`src/rtl/sub_serial_4b.sv`:
```
// Bit-serial subtractor: diff = in0 - in1 - bin, one bit per cycle via a single full-subtractor cell.
// Latency: nbits+1 cycles from the accept cycle to out_val; one operation per nbits+2 cycles at best.
// Backpressure: in_rdy only in IDLE; out_rdy low holds DONE with diff/bout/ovf/zero frozen.
//
// Ports:
//   clk, rst_n          clock, asynchronous active-low reset
//   in_val/in_rdy       operand handshake (in0 minuend, in1 subtrahend, bin borrow-in)
//   out_val/out_rdy     result handshake (diff, bout unsigned borrow, ovf signed overflow, zero)

module sub_serial_4b #(
    parameter int nbits = 4
) (
    input  logic             clk,
    input  logic             rst_n,
    input  logic             in_val,
    output logic             in_rdy,
    input  logic [nbits-1:0] in0,
    input  logic [nbits-1:0] in1,
    input  logic             bin,
    output logic             out_val,
    input  logic             out_rdy,
    output logic [nbits-1:0] diff,
    output logic             bout,
    output logic             ovf,
    output logic             zero
);

    localparam int IW = (nbits > 1) ? $clog2(nbits) : 1;
    localparam logic [IW-1:0] LAST_IDX = IW'(nbits - 1);

    typedef enum logic [1:0] {
        IDLE = 2'd0,
        RUN  = 2'd1,
        DONE = 2'd2
    } state_t;

    state_t           state_q, state_d;
    logic [IW-1:0]    idx_q,   idx_d;
    logic [nbits-1:0] a_q,     a_d;
    logic [nbits-1:0] b_q,     b_d;
    logic             br_q,    br_d;
    // Operand sign bits are kept aside because the operand registers shift away.
    logic             a_msb_q, a_msb_d;
    logic             b_msb_q, b_msb_d;
    logic [nbits-1:0] diff_q,  diff_d;
    logic             bout_q,  bout_d;
    logic             ovf_q,   ovf_d;
    logic             zero_q,  zero_d;

    // Full-subtractor cell on the current LSBs.
    logic             d_bit;
    logic             br_nxt;
    logic [nbits-1:0] diff_shift;

    assign d_bit      = a_q[0] ^ b_q[0] ^ br_q;
    assign br_nxt     = (~a_q[0] & b_q[0]) | (~(a_q[0] ^ b_q[0]) & br_q);
    // Bits enter from the MSB side, so after nbits shifts bit 0 sits at diff[0].
    assign diff_shift = {d_bit, diff_q[nbits-1:1]};

    always_ff @(posedge clk or negedge rst_n) begin
        if (!rst_n) begin
            state_q <= IDLE;
            idx_q   <= '0;
            a_q     <= '0;
            b_q     <= '0;
            br_q    <= 1'b0;
            a_msb_q <= 1'b0;
            b_msb_q <= 1'b0;
            diff_q  <= '0;
            bout_q  <= 1'b0;
            ovf_q   <= 1'b0;
            zero_q  <= 1'b0;
        end else begin
            state_q <= state_d;
            idx_q   <= idx_d;
            a_q     <= a_d;
            b_q     <= b_d;
            br_q    <= br_d;
            a_msb_q <= a_msb_d;
            b_msb_q <= b_msb_d;
            diff_q  <= diff_d;
            bout_q  <= bout_d;
            ovf_q   <= ovf_d;
            zero_q  <= zero_d;
        end
    end

    always_comb begin
        state_d = state_q;
        idx_d   = idx_q;
        a_d     = a_q;
        b_d     = b_q;
        br_d    = br_q;
        a_msb_d = a_msb_q;
        b_msb_d = b_msb_q;
        diff_d  = diff_q;
        bout_d  = bout_q;
        ovf_d   = ovf_q;
        zero_d  = zero_q;

        case (state_q)
            IDLE: begin
                if (in_val) begin
                    a_d     = in0;
                    b_d     = in1;
                    br_d    = bin;
                    a_msb_d = in0[nbits-1];
                    b_msb_d = in1[nbits-1];
                    idx_d   = '0;
                    state_d = RUN;
                end
            end
            RUN: begin
                a_d    = a_q >> 1;
                b_d    = b_q >> 1;
                br_d   = br_nxt;
                diff_d = diff_shift;
                idx_d  = idx_q + 1'b1;
                if (idx_q == LAST_IDX) begin
                    // Flags are taken from the fully assembled result on the DONE-entry edge.
                    bout_d  = br_nxt;
                    zero_d  = ~|diff_shift;
                    ovf_d   = (a_msb_q != b_msb_q) && (diff_shift[nbits-1] != a_msb_q);
                    state_d = DONE;
                end
            end
            DONE: begin
                if (out_rdy) begin
                    state_d = IDLE;
                end
            end
            default: begin
                state_d = IDLE;
            end
        endcase
    end

    assign in_rdy  = (state_q == IDLE);
    assign out_val = (state_q == DONE);
    assign diff    = diff_q;
    assign bout    = bout_q;
    assign ovf     = ovf_q;
    assign zero    = zero_q;

endmodule

```
`config.mk`:
```
export PLATFORM = sky130hd
export DESIGN_NAME = sub_serial_4b
export DESIGN_NICKNAME = d
export VERILOG_FILES = /design/src/rtl/sub_serial_4b.sv
export SDC_FILE = /design/constraint.sdc
export NUM_CORES = 1
export LEC_CHECK = 0
export ABC_AREA = 1
export BUFFER_PORTS_ARGS = -buffer_cell sky130_fd_sc_hd__clkbuf_2
export CAP_MARGIN = 5
export CORE_MARGIN = 2
export CORE_UTILIZATION = 50
export DETAILED_ROUTE_END_ITERATION = 12
export GPL_TIMING_DRIVEN = 1
export PLACE_DENSITY = 0.74
export SYNTH_ARGS = -nofsm -noshare
export SYNTH_HDL_FRONTEND = slang
export SYNTH_SLANG_ARGS = --single-unit
```
`constraint.sdc`:
```
create_clock -name clk -period 2.55 [get_ports clk]
set_clock_uncertainty 0.2 [all_clocks]
set_input_delay 0.51 -clock clk [delete_from_list [all_inputs] [get_ports clk]]
set_output_delay 0.51 -clock clk [all_outputs]
set_load 0.005 [all_outputs]
```
==> flow_metrics.tcl <==
set metrics [dict create \
    dp_slack_ps 916.6 \
    cts_sinks 22 \
    fp-row-count 16 \
    fillers 181 \
    root_buffer "clkbuf_4" \
    cts_tree "done" \
    yosysWarnings 0 \
    dieArea_mm2 0.002490 \
    gr-total-overflow 0 \
    htree_levels 1 \
    wirelength_um 1990 \
    fp.dieW_um 49.90 \
    synth_area_mm2 0.001054 \
    wl_per_cell_um 11.57 \
    post-route-period-util_pct 77.50 \
    worst_pin_slew_ps 551.4 \
    grt_pass1_vias 843 \
    ff2ff_path_depth 5 \
    critPathMaxStageDelay_ps 600 \
    ir_worst_vdd_v 0.0006102 \
    min_path_type "in2reg" \
    die_h_um 49.90 \
    worst_ep_arrival_time_ps 1270 \
    synth_top_area_share_pct 52.26 \
    remaining_drc_errors 0 \
    layout_commonest_cell "nand2_1" \
    postCtsSetupBuffers 0 \
    clkSlewWorstSetupHoldPaths_ps 120 \
    layout_common_cells "nand2_1 (50), dfrtp_1 (22), clkbuf_2 (21)" \
    postRouteAntennaNets 0 \
    place.gp.congestion 0.7958 \
    drtIter0Drc 14 \
    place_area_mm2 0.001155 \
    grt_use_total_pct 19.04 \
    total_power_mw 1.566 \
    ios 22 \
    cp.required_ps 1840 \
    grt_max_degree 23 \
    ff_latch_area_um2 550.5 \
    setup_slack_ps 573.6 \
    fin_crit_ps 1976 \
    syn_to_final_growth_pct 15.56 \
    syn-mean-instance-area_um2 8.565 \
    worstSetupEndpointType "output pin" \
    clock_latency_ps 300 \
    yosysUniqueCellTypes 17 \
    cts.path.max_buffers 2 \
    cp_slowest_cell "dfrtp_1" \
    timing.setup.tns_ps 0 \
    fin_area_mm2 0.001217 \
    power_density_mw_per_mm2 1287 \
    place.port_buffers 21 \
    diodes 0 \
    routed-via-count 824 \
    outcome "complete, no violations" \
    start_kind "flip-flop" \
    avgViaCountPerCell 4.791 \
    slew_headroom_pct 63.24 \
    first_pass_iters 4 \
    syn_inst 123 \
    hpwl_um 1465 \
    ys_seq_area_share_pct 52.26 \
    yosys.area.top_type "dfrtp_1" \
    crit_chain "nor2_4 -> clkbuf_2" \
    synthTopCellsByArea "dfrtp_1 (52%), nand2_1 (18%), o21ai_1 (5.7%)" \
    nets 161 \
    cts_buffers 3 \
    maxCapViolCount 0 \
    syn-num-nets 138 \
    hold_depth 2 \
    max_freq_mhz 506.0 \
    multi_input_area_um2 412.9 \
    whs_ps 191.3 \
    antenna_found_initial 0 \
    crit_path_max_fanout 12 \
    core_area_mm2 0.001982 \
    drive_gt1_share_pct 22.76 \
    slew_violations 0 \
    crit_type "reg2out" \
    initial_utilization_pct 53.16 \
    ys_ff_latch 22 \
    hold_viol_final 0 \
    grt_pass1_wl_um 3622 \
    p_leak_nw 0.6758 \
    setup_viol_count_final 0 \
    grt_setup_unrepaired "no" \
]
[critical path: cells and delay by family (launching register included)]
family / cells / cell delay [ps]
flops: 1 / 600
simple gates: 1 / 240
buf+inv: 1 / 130
[registers in the layout, indices dropped and copies added, names as in the netlist, 2 cells and up]
| name | count |
|---|---|
| state_q | 2 |
| b_q | 4 |
| diff | 4 |
| a_q | 4 |
| idx_q | 2 |
[path summary, 6_finish.rpt]
check / start / end / slack (ps)
worst max register to register: state_q[0]$_DFFE_PN0P_ / a_q[2]$_DFFE_PN0P_ / 920
worst min register to register: b_q[2]$_DFFE_PN0P_ / b_q[2]$_DFFE_PN0P_ / 290
min in group asynchronous: rst_n / bout$_DFFE_PN0P_ / 500
worst min-delay path: out_rdy / state_q[1]$_DFFE_PN0P_ / 190
max in group asynchronous: rst_n / b_q[2]$_DFFE_PN0P_ / 1290
worst max-delay path: state_q[0]$_DFFE_PN0P_ / in_rdy / 570
[metal layers]
layer,GRT usage (%),vias up,routed length [um]
met1,26.48,378,979
met4,6.481,0,13
met5,0,-,0
li1,-,426,-
met3,3.636,2,72
met2,29.78,18,925
[layout make-up]
cell class                      instances  area share [%]
Clock buffer                            3           1.850
Clock inverter                          1           2.467
Inverter                               14           4.317
Multi-Input combinational cell         83           33.92
Sequential cell                        22           45.22
Tap cell                               27           2.775
Timing Repair Buffer                   22           9.455
[per-stage QoR]
step	utilization (%)	cells
floorplan	-	123
global placement	58.27	167
detailed placement	58.27	167
CTS	61.43	172
global route	61.43	172
finish	61.43	172
[report_power, final]
part           leakage, nW  internal, mW  switching [mW]
clock               0.0279         0.159           0.106
combinational        0.369         0.255           0.410
sequential           0.279         0.504           0.132
total                0.676         0.919           0.648
[cells by family after synthesis]
logic type / share of synthesized area (%)
AND/OR/NAND/NOR: 28.15
adder cells (fa/ha/maj): 3.088
AO/OA/AOI/OAI: 7.958
buffers and inverters: 8.550
flip-flops: 52.26
[repair_timing]
action                                 in CTS  in global routing
resized for setup                           0                  0
endpoints found under the hold margin      22                  0
hold buffers                                1                  0
[Yosys cell counts]
cell type and count:
dfrtp_1 22, inv_1 11, nand3_1 11, ha_1 1
nand3_4 1, inv_2 3, o21ai_4 1, nand2_2 1
o31ai_1 1, buf_4 2, nand2_4 1, nand2_1 50
nor2_1 2, fa_1 1, nor2_4 1, o21ai_1 12
buf_6 2
Power figures use the tool's default switching activity.
